==> src/rtl/ps2_pkg.sv <==
// ---------------------------------------------------------------------------
// ps2_pkg
// Shared definitions for the PS/2 host transmitter and the PS/2 receiver.
//
// Contents:
//   ps2_tx_state_e    transmitter frame states
//   PS2_CMD_*         host-to-device command bytes
//   PS2_KEY_*         set-2 make codes the receiver side reacts to
//   ps2_odd_parity()  parity bit that makes a byte plus parity odd
// ---------------------------------------------------------------------------
package ps2_pkg;

    typedef enum logic [2:0] {
        IDLE      = 3'd0,
        INHIBIT   = 3'd1,
        REQ       = 3'd2,
        SEND      = 3'd3,
        ACK       = 3'd4,
        WAIT_IDLE = 3'd5
    } ps2_tx_state_e;

    // Host-to-device commands
    localparam logic [7:0] PS2_CMD_SET_LEDS = 8'hED;
    localparam logic [7:0] PS2_CMD_RESET    = 8'hFF;

    // Scan codes shared with the receiver (R, L, S)
    localparam logic [7:0] PS2_KEY_R = 8'h2D;
    localparam logic [7:0] PS2_KEY_L = 8'h4B;
    localparam logic [7:0] PS2_KEY_S = 8'h1B;

    // Falls counted while shifting: 8 data bits, parity, stop
    localparam logic [3:0] PS2_LAST_SEND_FALL = 4'd10;

    // Parity bit is 1 when the byte holds an even number of ones
    function automatic logic ps2_odd_parity(input logic [7:0] byte_i);
        return ~^byte_i;
    endfunction

endpackage

==> src/rtl/ps2_host_tx_if.sv <==
// ---------------------------------------------------------------------------
// ps2_host_tx_if
// Byte handshake and status bundle between a command source and the PS/2
// host transmitter.
//
// Signals:
//   tx_valid  source has a byte to send
//   tx_data   command byte
//   tx_ready  transmitter idle; byte accepted when tx_valid & tx_ready
//   busy      a frame is in progress (receiver should ignore the line)
//   done      one-cycle pulse at the end of every frame, good or bad
//   ack_err   with done: device did not acknowledge
//   timeout   with done: device stopped clocking
//
// Modports:
//   master  command source side
//   slave   transmitter side
// ---------------------------------------------------------------------------
interface ps2_host_tx_if;

    logic       tx_valid;
    logic [7:0] tx_data;
    logic       tx_ready;
    logic       busy;
    logic       done;
    logic       ack_err;
    logic       timeout;

    modport master (
        output tx_valid,
        output tx_data,
        input  tx_ready,
        input  busy,
        input  done,
        input  ack_err,
        input  timeout
    );

    modport slave (
        input  tx_valid,
        input  tx_data,
        output tx_ready,
        output busy,
        output done,
        output ack_err,
        output timeout
    );

endinterface

==> src/rtl/ps2_sync_edge.sv <==
// ---------------------------------------------------------------------------
// ps2_sync_edge
// Two-flop synchronizer for one raw PS/2 line plus falling-edge detect.
// Used for both the clock and data lines, by transmitter and receiver.
//
// Ports:
//   clk      system clock
//   rst      asynchronous active-high reset; all flops reset to 1 (idle line)
//   line_i   raw asynchronous line level
//   level_o  synchronized line level
//   fall_o   high for one cycle when the synchronized level goes 1 -> 0
// ---------------------------------------------------------------------------
module ps2_sync_edge (
    input  logic clk,
    input  logic rst,
    input  logic line_i,
    output logic level_o,
    output logic fall_o
);

    logic meta_q;
    logic sync_q;
    logic prev_q;

    // Resetting to 1 matches an idle pulled-up line, so no fall is seen
    // when reset is released.
    always_ff @(posedge clk or posedge rst) begin
        if (rst) begin
            meta_q <= 1'b1;
            sync_q <= 1'b1;
            prev_q <= 1'b1;
        end else begin
            meta_q <= line_i;
            sync_q <= meta_q;
            prev_q <= sync_q;
        end
    end

    assign level_o = sync_q;
    assign fall_o  = prev_q & ~sync_q;

endmodule

==> src/rtl/ps2_host_tx.sv <==
// ---------------------------------------------------------------------------
// ps2_host_tx
// PS/2 host-to-device byte transmitter. Inhibits the bus by holding the
// clock low, issues request-to-send (data low, clock released), then shifts
// the byte, odd parity and stop bit out on the device's falling clock edges,
// samples the device ACK bit and waits for the bus to go idle. A watchdog
// aborts the frame if the device stops clocking.
//
// Parameters:
//   INHIBIT_CYCLES  clk cycles the PS/2 clock is held low before the request
//   TIMEOUT_CYCLES  max clk cycles between device clock falls before abort
//
// Ports:
//   clk, rst              system clock, asynchronous active-high reset
//   host                  handshake/status bundle (ps2_host_tx_if.slave)
//   ps2_clk_in            raw PS/2 clock line level
//   ps2_data_in           raw PS/2 data line level
//   ps2_clk_oe            1 = pull PS/2 clock low, 0 = release
//   ps2_data_oe           1 = pull PS/2 data low, 0 = release
// ---------------------------------------------------------------------------
module ps2_host_tx
    import ps2_pkg::*;
#(
    parameter int unsigned INHIBIT_CYCLES = 5000,
    parameter int unsigned TIMEOUT_CYCLES = 1000000
) (
    input  logic         clk,
    input  logic         rst,
    ps2_host_tx_if.slave host,
    input  logic         ps2_clk_in,
    input  logic         ps2_data_in,
    output logic         ps2_clk_oe,
    output logic         ps2_data_oe
);

    // Inhibit counter runs 0 .. INHIBIT_CYCLES-1; watchdog runs up to the limit
    localparam int unsigned INH_W = (INHIBIT_CYCLES > 1) ? $clog2(INHIBIT_CYCLES) : 1;
    localparam int unsigned TO_W  = $clog2(TIMEOUT_CYCLES + 1);

    localparam logic [INH_W-1:0] INH_LAST = INH_W'(INHIBIT_CYCLES - 1);
    localparam logic [TO_W-1:0]  TO_LIMIT = TO_W'(TIMEOUT_CYCLES);

    ps2_tx_state_e    state_q,   state_d;
    logic [7:0]       data_q,    data_d;
    logic             parity_q,  parity_d;
    logic [INH_W-1:0] inh_cnt_q, inh_cnt_d;
    logic [TO_W-1:0]  to_cnt_q,  to_cnt_d;
    logic [3:0]       bit_cnt_q, bit_cnt_d;
    logic             nack_q,    nack_d;
    logic             clk_oe_q,  clk_oe_d;
    logic             data_oe_q, data_oe_d;

    logic clk_level;
    logic clk_fall;
    logic data_level;
    logic unused_data_fall;

    logic frame_active;
    logic done_c;
    logic ack_err_c;
    logic timeout_c;

    ps2_sync_edge u_clk_sync (
        .clk     (clk),
        .rst     (rst),
        .line_i  (ps2_clk_in),
        .level_o (clk_level),
        .fall_o  (clk_fall)
    );

    ps2_sync_edge u_data_sync (
        .clk     (clk),
        .rst     (rst),
        .line_i  (ps2_data_in),
        .level_o (data_level),
        .fall_o  (unused_data_fall)
    );

    // Watchdog only runs once the device owns the clock
    assign frame_active = (state_q == REQ)  || (state_q == SEND) ||
                          (state_q == ACK)  || (state_q == WAIT_IDLE);

    always_ff @(posedge clk or posedge rst) begin
        if (rst) begin
            state_q   <= IDLE;
            data_q    <= '0;
            parity_q  <= 1'b0;
            inh_cnt_q <= '0;
            to_cnt_q  <= '0;
            bit_cnt_q <= '0;
            nack_q    <= 1'b0;
            clk_oe_q  <= 1'b0;
            data_oe_q <= 1'b0;
        end else begin
            state_q   <= state_d;
            data_q    <= data_d;
            parity_q  <= parity_d;
            inh_cnt_q <= inh_cnt_d;
            to_cnt_q  <= to_cnt_d;
            bit_cnt_q <= bit_cnt_d;
            nack_q    <= nack_d;
            clk_oe_q  <= clk_oe_d;
            data_oe_q <= data_oe_d;
        end
    end

    // Line drivers are registered and updated on the edge that ends the
    // synchronized-fall cycle, so every data change lands one cycle after
    // the fall while the device still holds its clock low.
    always_comb begin
        state_d   = state_q;
        data_d    = data_q;
        parity_d  = parity_q;
        inh_cnt_d = inh_cnt_q;
        to_cnt_d  = to_cnt_q;
        bit_cnt_d = bit_cnt_q;
        nack_d    = nack_q;
        clk_oe_d  = clk_oe_q;
        data_oe_d = data_oe_q;
        done_c    = 1'b0;
        ack_err_c = 1'b0;
        timeout_c = 1'b0;

        if (frame_active) begin
            to_cnt_d = clk_fall ? '0 : to_cnt_q + TO_W'(1);
        end

        unique case (state_q)
            IDLE: begin
                if (host.tx_valid) begin
                    data_d    = host.tx_data;
                    parity_d  = ps2_odd_parity(host.tx_data);
                    nack_d    = 1'b0;
                    inh_cnt_d = '0;
                    clk_oe_d  = 1'b1;
                    data_oe_d = 1'b0;
                    state_d   = INHIBIT;
                end
            end

            // Falls seen here are contention from the device and are ignored
            INHIBIT: begin
                if (inh_cnt_q == INH_LAST) begin
                    clk_oe_d  = 1'b0;
                    data_oe_d = 1'b1;
                    to_cnt_d  = '0;
                    state_d   = REQ;
                end else begin
                    inh_cnt_d = inh_cnt_q + INH_W'(1);
                end
            end

            REQ: begin
                bit_cnt_d = '0;
                state_d   = SEND;
            end

            // bit_cnt_q holds the number of falls already seen, so the
            // current fall is number bit_cnt_q+1.
            SEND: begin
                if (clk_fall) begin
                    bit_cnt_d = bit_cnt_q + 4'd1;
                    if (bit_cnt_q < 4'd8) begin
                        data_oe_d = ~data_q[bit_cnt_q[2:0]];
                    end else if (bit_cnt_q == 4'd8) begin
                        data_oe_d = ~parity_q;
                    end else begin
                        data_oe_d = 1'b0;
                        if (bit_cnt_d == PS2_LAST_SEND_FALL) begin
                            state_d = ACK;
                        end
                    end
                end
            end

            ACK: begin
                if (clk_fall) begin
                    nack_d  = data_level;
                    state_d = WAIT_IDLE;
                end
            end

            WAIT_IDLE: begin
                if (clk_level && data_level) begin
                    done_c    = 1'b1;
                    ack_err_c = nack_q;
                    state_d   = IDLE;
                end
            end

            default: begin
                clk_oe_d  = 1'b0;
                data_oe_d = 1'b0;
                state_d   = IDLE;
            end
        endcase

        // Watchdog abort overrides whatever the frame was doing
        if (frame_active && (to_cnt_q == TO_LIMIT)) begin
            clk_oe_d  = 1'b0;
            data_oe_d = 1'b0;
            done_c    = 1'b1;
            ack_err_c = 1'b0;
            timeout_c = 1'b1;
            state_d   = IDLE;
        end
    end

    assign ps2_clk_oe    = clk_oe_q;
    assign ps2_data_oe   = data_oe_q;
    assign host.tx_ready = (state_q == IDLE);
    assign host.busy     = (state_q != IDLE);
    assign host.done     = done_c;
    assign host.ack_err  = ack_err_c;
    assign host.timeout  = timeout_c;

endmodule

==> src/flat_wrapper.sv <==
// flat-port wrapper written by rule: the top's interface ports become plain ports
module ps2_host_tx_flat import ps2_pkg::*;
#(
    parameter int unsigned INHIBIT_CYCLES = 5000,
    parameter int unsigned TIMEOUT_CYCLES = 1000000
)
  (clk, rst, ps2_clk_in, ps2_data_in, ps2_clk_oe, ps2_data_oe, host_tx_valid, host_tx_data, host_tx_ready, host_busy, host_done, host_ack_err, host_timeout);
  ps2_host_tx_if host_i ();
  input  logic clk;
  input  logic rst;
  input  logic ps2_clk_in;
  input  logic ps2_data_in;
  output logic ps2_clk_oe;
  output logic ps2_data_oe;
  input wire logic [$bits(host_i.tx_valid)-1:0] host_tx_valid;
  input wire logic [$bits(host_i.tx_data)-1:0] host_tx_data;
  output wire logic [$bits(host_i.tx_ready)-1:0] host_tx_ready;
  output wire logic [$bits(host_i.busy)-1:0] host_busy;
  output wire logic [$bits(host_i.done)-1:0] host_done;
  output wire logic [$bits(host_i.ack_err)-1:0] host_ack_err;
  output wire logic [$bits(host_i.timeout)-1:0] host_timeout;
  assign host_i.tx_valid = host_tx_valid;
  assign host_i.tx_data = host_tx_data;
  assign host_tx_ready = host_i.tx_ready;
  assign host_busy = host_i.busy;
  assign host_done = host_i.done;
  assign host_ack_err = host_i.ack_err;
  assign host_timeout = host_i.timeout;
  ps2_host_tx #(.INHIBIT_CYCLES(INHIBIT_CYCLES), .TIMEOUT_CYCLES(TIMEOUT_CYCLES)) u_core (.clk(clk), .rst(rst), .host(host_i), .ps2_clk_in(ps2_clk_in), .ps2_data_in(ps2_data_in), .ps2_clk_oe(ps2_clk_oe), .ps2_data_oe(ps2_data_oe));
endmodule
==> config.mk <==
export PLATFORM = sky130hd
export DESIGN_NAME = ps2_host_tx_flat
export DESIGN_NICKNAME = d
export VERILOG_FILES = /design/src/rtl/ps2_pkg.sv /design/src/rtl/ps2_host_tx_if.sv /design/src/rtl/ps2_sync_edge.sv /design/src/rtl/ps2_host_tx.sv /design/src/flat_wrapper.sv
export SDC_FILE = /design/constraint.sdc
export NUM_CORES = 1
export LEC_CHECK = 0
export CAP_MARGIN = 10
export CORE_ASPECT_RATIO = 1.1
export CORE_MARGIN = 2
export CORE_UTILIZATION = 45
export CTS_CLUSTER_DIAMETER = 100
export CTS_CLUSTER_SIZE = 10
export DETAILED_ROUTE_END_ITERATION = 10
export GPL_TIMING_DRIVEN = 0
export SYNTH_ARGS = -nofsm -noshare
export SYNTH_HDL_FRONTEND = slang
export SYNTH_SLANG_ARGS = --single-unit
==> constraint.sdc <==
create_clock -name clk -period 7.05 [get_ports clk]
set_input_delay 1.0575 -clock clk [delete_from_list [all_inputs] [get_ports clk]]
set_output_delay 1.0575 -clock clk [all_outputs]
set_load 0.01 [all_outputs]
==> flow_summary.yaml, run 1 <==
yosys:
  synthArstFlopShare_pct: 100
  synth_seq_cells: 57
  avgSynthCellArea_um2: 9.18
  ys_types: 57
  synth_top_flop_cell: "dfrtp_1"
  ys_warn_count: 0
  synth_edf_count: 0
  synthCells: 344
  syn_area_um2: 3160
  synthesis.nets: 363
  ys_seq_area_share_pct: 45.4
timing:
  hold_violations: 0
  grt_setup_unrepaired: "false"
  period_needed_ns: 4.50
  worst_slew_pin_slew_ns: 0.915
  max_slew_margin_pct: 38.4
  period_share_pct: 63.9
  hold_ws_ns: 0.357
  layout_setup_ws_ns: 2.55
  skew_ns: 0.00743
  setup_viol: 0
  slew_viol_final: 0
  clock.fmax_mhz: 222
  setup_tns_ns: 0
place:
  detailed_place.area_um2: 3470
  gp_congestion: 0.770
  place_inst: 449
  port_buffers: 19
  place_ws_ns: 2.92
  hpwl_mm: 5.04
critical_path:
  worstSetupPathType: "reg -> out"
  cp.required_ns: 5.99
  rr_worst_depth: 8
  rr_startpoint: "u_core.state_q[1]"
  cp-start-kind: "register"
  crit_fanout: 10
  cp-end-kind: "output port"
  crit_start: "u_core.state_q[1]"
  rrSetupSlack_ns: 4.18
  cp.arrival_ns: 3.45
  r2r-end: "u_core.to_cnt_q[18]"
die:
  die_x_um: 83.9
  initial_core_util_pct: 45.8
  die-height_um: 91.8
  placement_rows: 32
  core_area_um2: 6890
  dieArea_um2: 7700
  boundaryPins: 20
clocking:
  clock_latency_ns: 0.34
  cts_setup_buffers: 0
  clock-sinks: 57
  cts_root_buffer: "clkbuf_8"
  clkTransAtPathRegs_ns: 0.06
  cts_hold_buf: 0
  htree_num_levels: 3
  cts_inserted_buffers: 9
  cts_resized: 0
  cts.path.max_buffers: 2
  cts_tree: "done"
cells_and_area:
  final_area_um2: 3650
  instances_no_fill: 465
  drive_gt1_share_pct: 8.68
  final_util_pct: 53.0
  insertedDiodeCount: 0
  syn_to_final_growth_pct: 15.5
  fillers: 666
  layout.nets: 394
status:
  status: "complete, no violations"
drt:
  drtAntennaViolNets: 0
  totalWireLength_mm: 7.02
  via_per_inst: 5.69
  drt_iter0_drc: 96
  drt-pass1-iter-count: 4
  num_vias: 2647
  wl_per_cell_um: 15.1
  route.detailed.drc: 0
grt:
  grt_pass1_wl_mm: 12.2
  grt_start_max_net_pins: 36
  grt_usage_pct: 19.7
  grt_overflow_total: 0
  grt_pass1_vias: 2646
  grt_antenna_before_repair: 0
job:
  maxCapViolCount: 0
min_path:
  whs_endpoint: "u_core.u_clk_sync.level_o"
  hold_class: "reg -> reg"
  min_path_cells: 0
  hold_path.startpoint: "u_core.u_clk_sync.meta_q"
power_and_ir_drop:
  power_density_nw_per_um2: 306
  p_leak_nw: 1.54
  finalPower_mw: 1.12
  max-vdd-ir-drop_mv: 0.162
## worst max-delay path, cell delays in order (launching register included)
cell	delay, ns
dfrtp_1	0.37
clkbuf_1	0.33
inv_1	0.15
ha_1	0.31
clkbuf_1	0.21
inv_1	0.12
nand4_1	0.11
nor4_1	0.80
a31o_1	0.19
clkdlybuf4s50_1	0.53
## worst max path at each step
stage                           end  cells after the start  slack (ns)
after global routing      host_done                      9        2.33
after global placement    host_done                      9        2.88
after CTS                 host_done                      9        2.53
final                     host_done                      9        2.55
after detailed placement  host_done                      9        2.92
after floorplan           host_done                      8        3.79
## cells in the final DEF (no fill, tap or decap), drive strengths merged, types with 12 or more instances in the layout
| cell | n |
|---|---|
| nand2 | 55 |
| dfrtp | 52 |
| clkbuf | 26 |
| nor2 | 19 |
| clkdlybuf4s50 | 19 |
| nand3 | 18 |
| o21ai | 17 |
| a21oi | 15 |
| inv | 13 |
| or4 | 13 |
| nand4 | 12 |
## logic make-up after synthesis
family	after synthesis	share of synthesized area, %
buffers and inverters	29	3.73
xor gates and xnor gates	17	4.72
muxes	9	3.25
and+or+nand+nor	167	28.5
AOI/OAI and AO/OA	59	12.0
DFF	57	45.4
adders and majority gates	6	2.38
## cell type report
type	count	area [um^2]	share of cell area, %
repair buffers	20	210	5.76
clock inverters	3	15.0	0.412
flip-flops and latches	57	1430	39.3
multi-input cells	258	1610	44.0
clock buffers	13	159	4.36
well taps	85	106	2.92
plain buffers	16	68.8	1.89
inverters	13	48.8	1.34
## report_power, final
group,switching [mW],leakage [nW],internal [mW],total (mW)
combinational,0.189,0.706,0.161,0.350
sequential,0.0800,0.737,0.412,0.492
clock,0.129,0.0932,0.145,0.274
total,0.398,1.54,0.718,1.12
## cells in the mapped netlist (4+ instances only)
master	instances	area [um^2]
nor3_1	6	30.0
o31ai_1	6	45.0
nand2b_1	4	25.0
or4_1	11	82.6
nand3_1	18	90.1
or3_1	9	56.3
nor4_1	7	43.8
nand2_1	54	203
xor2_1	8	70.1
clkbuf_1	13	48.8
ha_1	6	75.1
nand4_1	12	75.1
inv_1	13	48.8
o21ai_0	12	60.1
o211ai_1	4	30.0
dfrtp_1	52	1300
nor2_1	19	71.3
mux2i_1	8	80.1
o21ai_1	5	25.0
a21oi_1	15	75.1
xnor2_1	9	78.8
dfstp_2	5	131
## registers in the layout (all words and copies together), names as in the netlist
name / count
u_core.u_data_sync.level_o: 1
u_core.u_clk_sync.prev_q: 1
u_core.inh_cnt_q: 13
u_core.ps2_data_oe: 1
u_core.parity_q: 1
u_core.u_data_sync.meta_q: 1
u_core.state_q: 3
u_core.ps2_clk_oe: 1
u_core.nack_q: 1
u_core.u_clk_sync.meta_q: 1
u_core.bit_cnt_q: 4
u_core.to_cnt_q: 20
u_core.u_clk_sync.level_o: 1
u_core.data_q: 8
## metal layers
layer	global-route usage, %	vias up	wire [um]
li1	-	1315	-
met1	23.7	1274	3200
met2	34.1	45	3480
met3	3.42	13	202
met4	9.68	0	136
met5	0	-	0
Note: power is estimated with default switching activity, not from simulation.
==> run 2, diff against run 1 <==
clock period = 4.2 ns   (was 7.05 ns; I/O delays follow)
==> flow_summary.yaml, run 2 (same netlist as run 1, synthesis figures left out) <==
timing:
  hold_ws_ns: 0.357
  hold_violations: 0
  grt_setup_unrepaired: "false"
  setup_viol: 0
  worst_slew_pin_slew_ns: 0.912
  layout_setup_ws_ns: 0.323
  slew_viol_final: 0
  period_needed_ns: 3.88
  max_slew_margin_pct: 38.7
  clock.fmax_mhz: 258
  skew_ns: 0.00750
  period_share_pct: 92.3
  setup_tns_ns: 0
drt:
  drt_iter0_drc: 79
  wl_per_cell_um: 15.2
  drt-pass1-iter-count: 4
  via_per_inst: 5.68
  drtAntennaViolNets: 0
  totalWireLength_mm: 7.05
  route.detailed.drc: 0
  num_vias: 2643
die:
  initial_core_util_pct: 45.8
  die-height_um: 91.8
  dieArea_um2: 7700
  placement_rows: 32
  die_x_um: 83.9
  boundaryPins: 20
  core_area_um2: 6890
status:
  status: "complete, no violations"
power_and_ir_drop:
  seqPwrFrac_pct: 44.2
  sw_frac_of_total_pct: 35.6
  p_leak_nw: 1.54
  p_comb_share_pct: 31.3
  intPower_mw: 1.20
  power_density_nw_per_um2: 512
  max-vdd-ir-drop_mv: 0.270
  p_switching_uw: 666
  finalPower_mw: 1.87
  pwr-share-clk_pct: 24.5
clocking:
  cts_inserted_buffers: 9
  clock-sinks: 57
  cts_tree: "done"
  cts.path.max_buffers: 2
  clkTransAtPathRegs_ns: 0.06
  cts_hold_buf: 0
  clock_latency_ns: 0.34
  htree_num_levels: 3
  cts_root_buffer: "clkbuf_8"
place:
  place_ws_ns: 0.494
  hpwl_mm: 5.04
  port_buffers: 19
  gp_congestion: 0.770
grt:
  grt_antenna_before_repair: 0
  grt_overflow_total: 0
  grt_start_max_net_pins: 36
  grt_pass1_wl_mm: 12.2
  grt_usage_pct: 19.7
  grt_pass1_vias: 2646
critical_path:
  crit_fanout: 10
  cp-start-kind: "register"
  crit_buf_inv: 5
  worstSetupPathType: "reg -> out"
  cp.required_ns: 3.57
  slowest_delay_ns: 0.58
  critPathSlowestCell: "nor4_2"
  cp-end-kind: "output port"
  crit_chain: "clkbuf_1 > inv_1 > ha_1 > clkbuf_1 > inv_1 > nand4_1 > nor4_2 > a31o_1 > clkdlybuf4s50_1"
  cp.arrival_ns: 3.25
  crit_family: "buffers and inverters"
cells_and_area:
  largest_register: "u_core.to_cnt_q"
  final_util_pct: 53.1
  fillers: 666
  syn_to_final_growth_pct: 15.7
  insertedDiodeCount: 0
  layout.nets: 394
  final_common_cell: "nand2_1"
  drive_gt1_share_pct: 8.95
  most-common-layout-cells: "nand2_1 (54), dfrtp_1 (52), nor2_1 (19), clkdlybuf4s50_1 (19), nand3_1 (18)"
  largest_reg_flops: 20
  multi_input_area_um2: 1610
  seqCellArea_um2: 1430
  largestRegisters: "u_core.to_cnt_q (20), u_core.inh_cnt_q (13), u_core.data_q (8)"
job:
  maxCapViolCount: 0
min_path:
  hold_class: "reg -> reg"
==> run 2: cell counts in the layout (fill, tap and decap cells not counted) <==
No cell type changed its count.
==> run 2: power groups by stage <==
stage / Clock [mW] / Sequential (mW) / Combinational (mW)
5_1_grt: 0.495 / 0.850 / 0.670
3_5_place_dp: 0 / 0.831 / 0.592
2_1_floorplan: 0 / 0.798 / 0.450
6_report: 0.458 / 0.826 / 0.586
3_3_place_gp: 0 / 0.829 / 0.577
4_1_cts: 0.471 / 0.824 / 0.595
==> run 2: per-layer routing <==
layer  up-vias  part of all wire (%)  global-route usage [%]
li1       1305                     -                       -
met1      1284                    46                    23.7
met2        41                    50                    34.1
met3        13                   2.8                    3.42
met4         0                   1.9                    9.68
met5         -                     0                       0
==> run 2: what timing repair did <==
item | in CTS | in global routing
gates resized for setup | 0 | 1
endpoints found under the setup margin | 0 | 2
endpoints found under the hold margin | 0 | 0
buffers inserted | 0 | 0
==> run 2: worst paths after layout <==
check,slack [ns],from,depth (start not counted),endpoint
worst max-delay path,0.32,u_core.state_q[1],9,host_done
worst min-delay path,0.36,u_core.u_clk_sync.meta_q,0,u_core.u_clk_sync.level_o
worst max register to register,1.32,u_core.state_q[1],8,u_core.to_cnt_q[18]
worst min register to register,0.36,u_core.u_clk_sync.meta_q,0,u_core.u_clk_sync.level_o
max in group asynchronous,2.93,rst,3,u_core.u_clk_sync.prev_q
min in group asynchronous,0.64,rst,2,u_core.inh_cnt_q[5]
==> run 2: area by class of cell <==
type	count	share of cell area, %
Buffer	16	1.88
Clock buffer	13	4.35
Clock inverter	3	0.411
Inverter	13	1.34
Multi-Input combinational cell	258	44.1
Sequential cell	57	39.2
Tap cell	85	2.91
Timing Repair Buffer	20	5.75
==> run 2: per-stage QoR <==
| step | instances | cell area [um^2] |
|---|---|---|
| 2_1_floorplan | 344 | 3160 |
| 3_3_place_gp | 448 | 3450 |
| 3_5_place_dp | 449 | 3470 |
| 4_1_cts | 465 | 3650 |
| 5_1_grt | 465 | 3650 |
| 6_report | 465 | 3650 |
==> run 3, diff against run 2 <==
ABC_AREA = 1   (was not set)
GPL_ROUTABILITY_DRIVEN = 0   (was not set)
==> flow_summary.yaml, run 3 <==
yosys:
  synth-adder-area-share_pct: 2.22
  synth_top_flop_cell: "dfrtp_1"
  syn_area_um2: 3380
  synth.area.top_cells: "dfrtp_1 (38%), nand2_1 (11%), nor2_1 (7.0%), inv_1 (6.9%), nand3_1 (4.4%)"
  synth-xor-area-share_pct: 3.11
  synth_top_area_share_pct: 38.5
  ys_types: 39
  ys_seq_area_share_pct: 42.4
  synthesis.nets: 472
  synth_edf_count: 0
  muxShareOfSynthArea_pct: 0
  synth_common_cells: "nand2_1 (103), nor2_1 (63), inv_1 (62)"
  yosys.area_share.simple_pct: 32.9
  synth_seq_cells: 57
  avgSynthCellArea_um2: 7.46
  ys_warn_count: 0
  yosysTopAreaCell: "dfrtp_1"
  synthCells: 453
  synthArstFlopShare_pct: 100
  synth_top_family_by_area: "simple AND/OR/NAND/NOR gates"
  synth_most_common_cell: "nand2_1"
  synth_compound_area_share_pct: 10.1
timing:
  max_slew_margin_pct: 60.4
  hold_violations: 0
  worst_slew_pin_slew_ns: 0.589
  skew_ns: 0.0130
  setup_tns_ns: 0
  setup_viol: 0
  clock.fmax_mhz: 317
  period_needed_ns: 3.16
  slew_viol_final: 0
  layout_setup_ws_ns: 1.04
  grt_setup_unrepaired: "false"
  period_share_pct: 75.2
drt:
  wl_per_cell_um: 12.7
  drt_iter0_drc: 122
  num_vias: 2914
  drt-pass1-iter-count: 4
  route.detailed.drc: 0
  via_per_inst: 5.06
  totalWireLength_mm: 7.31
  drtAntennaViolNets: 0
power_and_ir_drop:
  p_leak_nw: 1.80
  max-vdd-ir-drop_mv: 0.257
  p_switching_uw: 868
  seqPwrFrac_pct: 38.1
  power_density_nw_per_um2: 548
  finalPower_mw: 2.12
  intPower_mw: 1.25
  pwr-share-clk_pct: 20.7
  p_comb_share_pct: 41.2
  sw_frac_of_total_pct: 41.0
critical_path:
  crit_fanout: 8
  cp-end-kind: "output port"
  worstSetupPathType: "reg -> out"
  cp-start-kind: "register"
  cp.arrival_ns: 2.53
  cp.required_ns: 3.57
cells_and_area:
  syn_to_final_growth_pct: 14.3
  final_common_cell: "nand2_1"
  largestRegisters: "u_core.to_cnt_q (20), u_core.inh_cnt_q (13), u_core.data_q (8)"
  layout.nets: 503
  drive_gt1_share_pct: 11.7
  most-common-layout-cells: "nand2_1 (103), nor2_1 (63), inv_1 (61)"
  fillers: 744
  insertedDiodeCount: 0
  largest_register: "u_core.to_cnt_q"
  largest_reg_flops: 20
  final_util_pct: 52.3
status:
  status: "complete, no violations"
grt:
  grt_use_met2_pct: 32.2
  grt_usage_pct: 19.5
  grt_overflow_total: 0
  grt_pass1_wl_mm: 12.5
  grt_antenna_before_repair: 0
  grt_start_max_net_pins: 32
  busiest_layer: "met2"
  grtUsageMet3_pct: 3.06
  grt_pass1_vias: 2818
  met1_usage_pct: 25.2
die:
  boundaryPins: 20
  die_x_um: 86.6
  die-height_um: 94.9
  dieArea_um2: 8220
  placement_rows: 33
  core_area_um2: 7390
  initial_core_util_pct: 45.7
clocking:
  clock-sinks: 57
  htree_num_levels: 3
  clkTransAtPathRegs_ns: 0.06
  clock_latency_ns: 0.34
  cts_root_buffer: "clkbuf_8"
  cts_resized: 0
  cts.path.max_buffers: 2
  cts_inserted_buffers: 9
  cts_hold_buf: 0
  cts_tree: "done"
  cts_setup_buffers: 0
place:
  place_ws_ns: 1.40
  port_buffers: 19
  hpwl_mm: 5.46
min_path:
  hold_class: "reg -> reg"
job:
  maxCapViolCount: 0
## run 3: kinds of logic after synthesis
kind of cell / Yosys count
AO/OA/AOI/OAI: 58
buffers and inverters: 77
AND/OR/NAND/NOR: 243
XOR/XNOR: 12
flip-flops: 57
adder cells (fa/ha/maj): 6
## run 3: through the flow
step,cell area (um^2),hold WS [ns],cells
after floorplan,3380,0.345,453
after global placement,3680,0.346,559
after detailed placement,3700,0.347,560
after CTS,3860,0.357,576
after global routing,3860,0.363,576
final,3860,0.355,576
## run 3: layer usage
| metal | wire (um) | up-vias |
|---|---|---|
| li1 | - | 1518 |
| met4 | 169 | 0 |
| met5 | 0 | - |
| met1 | 3450 | 1327 |
| met2 | 3470 | 54 |
| met3 | 223 | 15 |
## run 3: cell type report
cell class / count / area [um^2] / area share, %
clock inverter: 4 / 20.0 / 0.518
buffer: 8 / 56.3 / 1.46
multi-input combinational: 319 / 1630 / 42.2
clock buffer: 12 / 145 / 3.76
inverter: 69 / 259 / 6.70
tap: 87 / 109 / 2.82
timing repair buffer: 20 / 210 / 5.44
sequential: 57 / 1430 / 37.1
## run 3: critical path: stages (launching register included)
cell             delay, ns
dfrtp_1               0.47
inv_2                 0.10
ha_1                  0.30
buf_4                 0.18
nor2_2                0.13
nand2_1               0.06
nor2_1                0.11
nand3_2               0.19
nand2_1               0.12
clkdlybuf4s50_1       0.54
## run 3: path summary, 6_finish.rpt
path | startpoint | end | slack, ns | depth (start not counted)
worst max-delay path | u_core.state_q[1] | host_done | 1.04 | 9
worst min-delay path | u_core.u_data_sync.meta_q | u_core.u_data_sync.level_o | 0.36 | 0
worst max register to register | u_core.state_q[1] | u_core.to_cnt_q[12] | 2.03 | 11
worst min register to register | u_core.u_data_sync.meta_q | u_core.u_data_sync.level_o | 0.36 | 0
max in group asynchronous | rst | u_core.state_q[0] | 2.94 | 3
min in group asynchronous | rst | u_core.inh_cnt_q[2] | 0.69 | 2
## run 3: power groups by stage
stage	Combinational (mW)	Sequential, mW	Clock [mW]
4_1_cts	0.883	0.805	0.454
3_3_place_gp	0.865	0.809	0
2_1_floorplan	0.663	0.786	0
3_5_place_dp	0.880	0.815	0
5_1_grt	0.994	0.822	0.480
6_report	0.871	0.806	0.439
